==> config.mk <==
export PLATFORM = sky130hd
export DESIGN_NAME = pipeline_hazard_ctrl
export DESIGN_NICKNAME = d
export VERILOG_FILES = /design/src/rtl/cpu_types_pkg.sv /design/src/rtl/pipeline_hazard_ctrl_sat_counter.sv /design/src/rtl/pipeline_hazard_ctrl.sv
export SDC_FILE = /design/constraint.sdc
export NUM_CORES = 1
export LEC_CHECK = 0
export CAP_MARGIN = 10
export CORE_MARGIN = 8
export CORE_UTILIZATION = 50
export CTS_CLUSTER_SIZE = 24
export DETAILED_ROUTE_END_ITERATION = 10
export DONT_BUFFER_PORTS = 1
export PLACE_DENSITY = 0.68
export SLEW_MARGIN = 0
export SYNTH_ARGS = -nofsm -noshare
export SYNTH_HDL_FRONTEND = slang
export SYNTH_SLANG_ARGS = --single-unit
==> constraint.sdc <==
create_clock -name CLK -period 1.8 [get_ports CLK]
set_input_delay 0.36 -clock CLK [delete_from_list [all_inputs] [get_ports CLK]]
set_output_delay 0.36 -clock CLK [all_outputs]
set_load 0.05 [all_outputs]
==> src/rtl/cpu_types_pkg.sv <==
// Shared CPU pipeline types: hazard-controller state encoding and
// register-select field positions within a 32-bit instruction word.
package cpu_types_pkg;

  typedef enum logic [1:0] {
    RUN    = 2'd0,
    DWAIT  = 2'd1,
    HALTED = 2'd2
  } hazard_state_t;

  localparam int RS_MSB = 25;
  localparam int RS_LSB = 21;
  localparam int RT_MSB = 20;
  localparam int RT_LSB = 16;

endpackage

==> src/rtl/pipeline_hazard_ctrl_sat_counter.sv <==
// Saturating up-counter: holds at all-ones instead of wrapping.
module sat_counter #(
  parameter int W = 16
) (
  input  logic         CLK,
  input  logic         RST,
  input  logic         inc,
  output logic [W-1:0] count
);

  always_ff @(posedge CLK) begin
    if (RST)
      count <= '0;
    else if (inc && !(&count))
      count <= count + 1'b1;
  end

endmodule

==> src/rtl/pipeline_hazard_ctrl.sv <==
// Pipeline latch enable/flush generation: memory-wait freeze, redirect flush,
// load-use bubble, halt tracking and saturating stall/flush counters.
module pipeline_hazard_ctrl
  import cpu_types_pkg::*;
#(
  parameter int CNT_W = 16,
  parameter int REG_W = 5
) (
  input  logic             CLK,
  input  logic             RST,
  input  logic             ihit,
  input  logic             dhit,
  input  logic [31:0]      id_instr,
  input  logic             ex_dREN,
  input  logic [REG_W-1:0] ex_wsel,
  input  logic             ex_redirect,
  input  logic             mem_dREN,
  input  logic             mem_dWEN,
  input  logic             mem_halt,
  output logic             pcEN,
  output logic             ifid_EN,
  output logic             ifid_flush,
  output logic             idex_EN,
  output logic             idex_flush,
  output logic             exmem_EN,
  output logic             exmem_flush,
  output logic             memwb_EN,
  output logic             halt,
  output logic [CNT_W-1:0] stall_cnt,
  output logic [CNT_W-1:0] flush_cnt
);

  hazard_state_t state, state_n;

  logic             memop, advance, load_use;
  logic             stall_inc, flush_inc;
  logic [REG_W-1:0] rs_sel, rt_sel;
  logic             unused_instr_bits;

  assign unused_instr_bits = ^{id_instr[31:RS_MSB+1], id_instr[RT_LSB-1:0]};

  assign rs_sel   = REG_W'(id_instr[RS_MSB:RS_LSB]);
  assign rt_sel   = REG_W'(id_instr[RT_MSB:RT_LSB]);
  assign memop    = mem_dREN | mem_dWEN;
  assign advance  = ihit & (~memop | dhit);
  // rt is always compared, even for instructions that never read it
  assign load_use = ex_dREN && (ex_wsel != '0) &&
                    ((ex_wsel == rs_sel) || (ex_wsel == rt_sel));

  always_ff @(posedge CLK) begin
    if (RST) begin
      state <= RUN;
      halt  <= 1'b0;
    end else begin
      state <= state_n;
      halt  <= (state_n == HALTED);
    end
  end

  always_comb begin
    state_n     = state;
    pcEN        = 1'b0;
    ifid_EN     = 1'b0;
    ifid_flush  = 1'b0;
    idex_EN     = 1'b0;
    idex_flush  = 1'b0;
    exmem_EN    = 1'b0;
    exmem_flush = 1'b0;
    memwb_EN    = 1'b0;
    if (RST) begin
      state_n     = RUN;
      ifid_flush  = 1'b1;
      idex_flush  = 1'b1;
      exmem_flush = 1'b1;
    end else if (state != HALTED) begin
      if (!advance) begin
        // freeze; redirects wait because EX holds its contents
        if (memop && !dhit)
          state_n = DWAIT;
      end else begin
        state_n     = mem_halt ? HALTED : RUN;
        exmem_flush = mem_halt;
        exmem_EN    = 1'b1;
        memwb_EN    = 1'b1;
        idex_EN     = 1'b1;
        if (ex_redirect) begin
          pcEN       = 1'b1;
          ifid_EN    = 1'b1;
          ifid_flush = 1'b1;
          idex_flush = 1'b1;
        end else if (load_use) begin
          idex_flush = 1'b1;
        end else begin
          pcEN    = 1'b1;
          ifid_EN = 1'b1;
        end
      end
    end
  end

  assign stall_inc = !RST && !pcEN && (state != HALTED);
  assign flush_inc = !RST && (state != HALTED) && advance && ex_redirect;

  sat_counter #(.W(CNT_W)) u_stall_cnt (
    .CLK   (CLK),
    .RST   (RST),
    .inc   (stall_inc),
    .count (stall_cnt)
  );

  sat_counter #(.W(CNT_W)) u_flush_cnt (
    .CLK   (CLK),
    .RST   (RST),
    .inc   (flush_inc),
    .count (flush_cnt)
  );

endmodule

==> out/results.txt <==
status = finished, violations left
failing checks = negative setup slack
Mapped Cells = 231
largest fanout on the critical path = 3
Req. time, crit path = 1.44 ns
ys flop type = dfxtp_1
GR peak layer = met2
max-slew violations = 0
skew final = 0.00722 ns
RSZ-0062 raised after global routing = yes
All-Layer GR Usage = 0.182
Tcrit/Tclk final = 1.02
IO Port Bufs = 0
P_leak = 1.20 nW
first-pass GRT wire length = 9240 um
clk buf depth = 2
PwrDens = 546 nW/um^2
Worst-Skew Late Latency = 0.29 ns
CTS tree = built
total core area = 3970 sq um
initial antenna violation count = 0
P_sw = 0.457 mW
Routed WL = 5810 um
Hold WC Path Type = input port to flop
slew margin rel. = 0.683
post-synthesis cell type count = 52
initial core utilization = 0.517
max-cap check violation count = 0
Final GP Congestion = 0.861
Worst Path Arrival = 1.47 ns
combinational fraction of design power = 0.164
# DRC = 0
met3 usage = 0.0792
Post-synth EDFFs = 0
Seq cells post-synth = 35
FF+latch area = 767 sq um
grt met2 use = 0.308
VDD IR-drop max = 0.493 mV
drt first pass iters = 4
clk sinks = 35
Detailed Route Iter0 Violations = 157
Syn. warnings = 0
Synth Area per Inst = 8.89 sq um
largest net degree at the start of global routing = 42
DIE AREA = 6410 sq um
vias in the first global route = 1963
commonest non-fill, non-tap cell in the layout = buf_4
Design Power = 1.65 mW
CP Capture Type = output port
vias per inst = 5.57
fmax = 0.546 GHz
IO Count = 87
async set-reset flop share out of synthesis = 0
root buffer cell = clkbuf_8
pre-CTS setup slack = -0.153 ns
Worst Tran Pin Value = 0.474 ns
Syn Nets = 279
sequential area share after synthesis = 0.341
critical path class = input port to output port
die width = 80.1 um
Seq pwr share = 0.472
H-tree depth = 2
Pint = 1.19 mW
layout net count = 356
worst setup margin = -0.0300 ns
clock-pin slew on the worst setup and hold paths = 0.07 ns
chip height = 80.1 um
post-route ant nets = 0
ratio of cells with drive above 1 in the final layout = 0.495
Cell Rows = 23
Multi-input gate area = 1440 sq um
part of the total power dissipated in the clock network = 0.363
final setup fails = 6
Detail Placement HPWL = 4400 um
gr ovfl total = 0
Final Critical Period = 1.83 ns
endpoints failing hold = 0
Avg WL per Cell = 16.2 um
Syn Std Cell Area = 2050 sq um
FILL cells = 273
via count = 1998
Inserted Clock Buffers = 5
switching share of power = 0.277
diodes inserted = 0
commonest non-fill, non-tap cells in the layout = buf_4, nor2_1, dfxtp_2, xnor2_1, nand2_1
fin util = 0.762
met1 GRT Util = 0.196
Area growth, synth to finish = 47.3%
crit start category = input port
flip-flops by register name, summed over array words and instances (netlist names):
register and count:
halt 1, state 2, u_stall_cnt.count 16, u_flush_cnt.count 16
synthesized netlist by cell type (all sizes together) (2+ instances only):
| cell | count | area (sq um) |
|---|---|---|
| a21boi | 2 | 15.0 |
| dfxtp | 35 | 701 |
| a2111oi | 2 | 55.1 |
| nand4 | 9 | 62.6 |
| ha | 2 | 25.0 |
| buf | 6 | 48.8 |
| o31ai | 7 | 66.3 |
| nand2b | 3 | 18.8 |
| nor3 | 4 | 20.0 |
| mux2 | 4 | 45.0 |
| xnor2 | 16 | 140 |
| a21oi | 15 | 90.1 |
| o311ai | 2 | 17.5 |
| o21ai | 8 | 43.8 |
| or3 | 5 | 31.3 |
| or4 | 7 | 52.6 |
| o41ai | 4 | 53.8 |
| inv | 8 | 30.0 |
| nor4 | 5 | 58.8 |
| nand2 | 15 | 56.3 |
| nand3 | 13 | 70.1 |
| nor2b | 3 | 18.8 |
| and3 | 7 | 43.8 |
| clkbuf | 3 | 11.3 |
| nor2 | 28 | 108 |
| xor2 | 6 | 52.6 |
per-stage QoR:
step	hold WS [ns]	setup TNS (ns)	instances	area (sq um)
6_report	0.122	-0.138	359	3030
5_1_grt	0.102	-0.514	359	3030
4_1_cts	0.118	-0.305	351	2870
2_1_floorplan	0.519	-0.918	231	2200
3_5_place_dp	0.429	-1.56	338	2720
3_3_place_gp	0.427	-0.931	338	2720
power groups by stage:
stage          Sequential, mW  Clock, mW  Combinational, mW
6_report                0.780      0.600              0.271
5_1_grt                 0.781      0.651              0.289
4_1_cts                 0.779      0.609              0.258
3_5_place_dp            0.798          0              0.249
3_3_place_gp            0.797          0              0.244
2_1_floorplan           0.814          0              0.178
worst max-delay path: stages:
cell and delay [ns]:
or4_4 0.53, o21ai_4 0.17, nor2_4 0.07, a21boi_4 0.15, buf_12 0.19
timing repair:
item | in CTS | in global routing
setup buffers | 5 | 9
hold endpoints to repair | 0 | 0
hold buffers | 0 | 0
setup endpoints to repair | 16 | 31
pin swaps | 10 | 19
gates resized for setup | 6 | 22
metal layers:
metal / routed length (um) / share of wire
met1: 2310 / 0.40
met2: 2950 / 0.51
met3: 455 / 0.078
met4: 90 / 0.015
met5: 0 / 0
area by class of cell:
type	count	area share
repair buffers	79	0.211
clock buffers	7	0.0285
multi-input cells	179	0.475
clock inverters	1	0.00165
well taps	50	0.0207
flip-flops and latches	35	0.254
inverters	8	0.00993
kinds of logic (layout without fill, tap and decap cells):
family	count (synthesis)	count (layout)	share of synthesized area
AOI/OAI and AO/OA	46	46	0.199
xor gates and xnor gates	22	22	0.0938
muxes	5	5	0.0268
DFF	35	35	0.341
buffers and inverters	17	95	0.0439
adders and majority gates	2	2	0.0122
and+or+nand+nor	104	104	0.283
path summary, 6_finish.rpt:
path	startpoint	to	slack [ns]	depth (start not counted)
worst min register to register	u_stall_cnt.count[13]	u_stall_cnt.count[13]	0.50	2
worst min-delay path	RST	u_flush_cnt.count[10]	0.12	1
worst max register to register	u_stall_cnt.count[8]	u_stall_cnt.count[9]	0.04	6
worst max-delay path	ex_wsel[4]	pcEN	-0.03	5
Note: power is estimated with default switching activity, not from simulation.
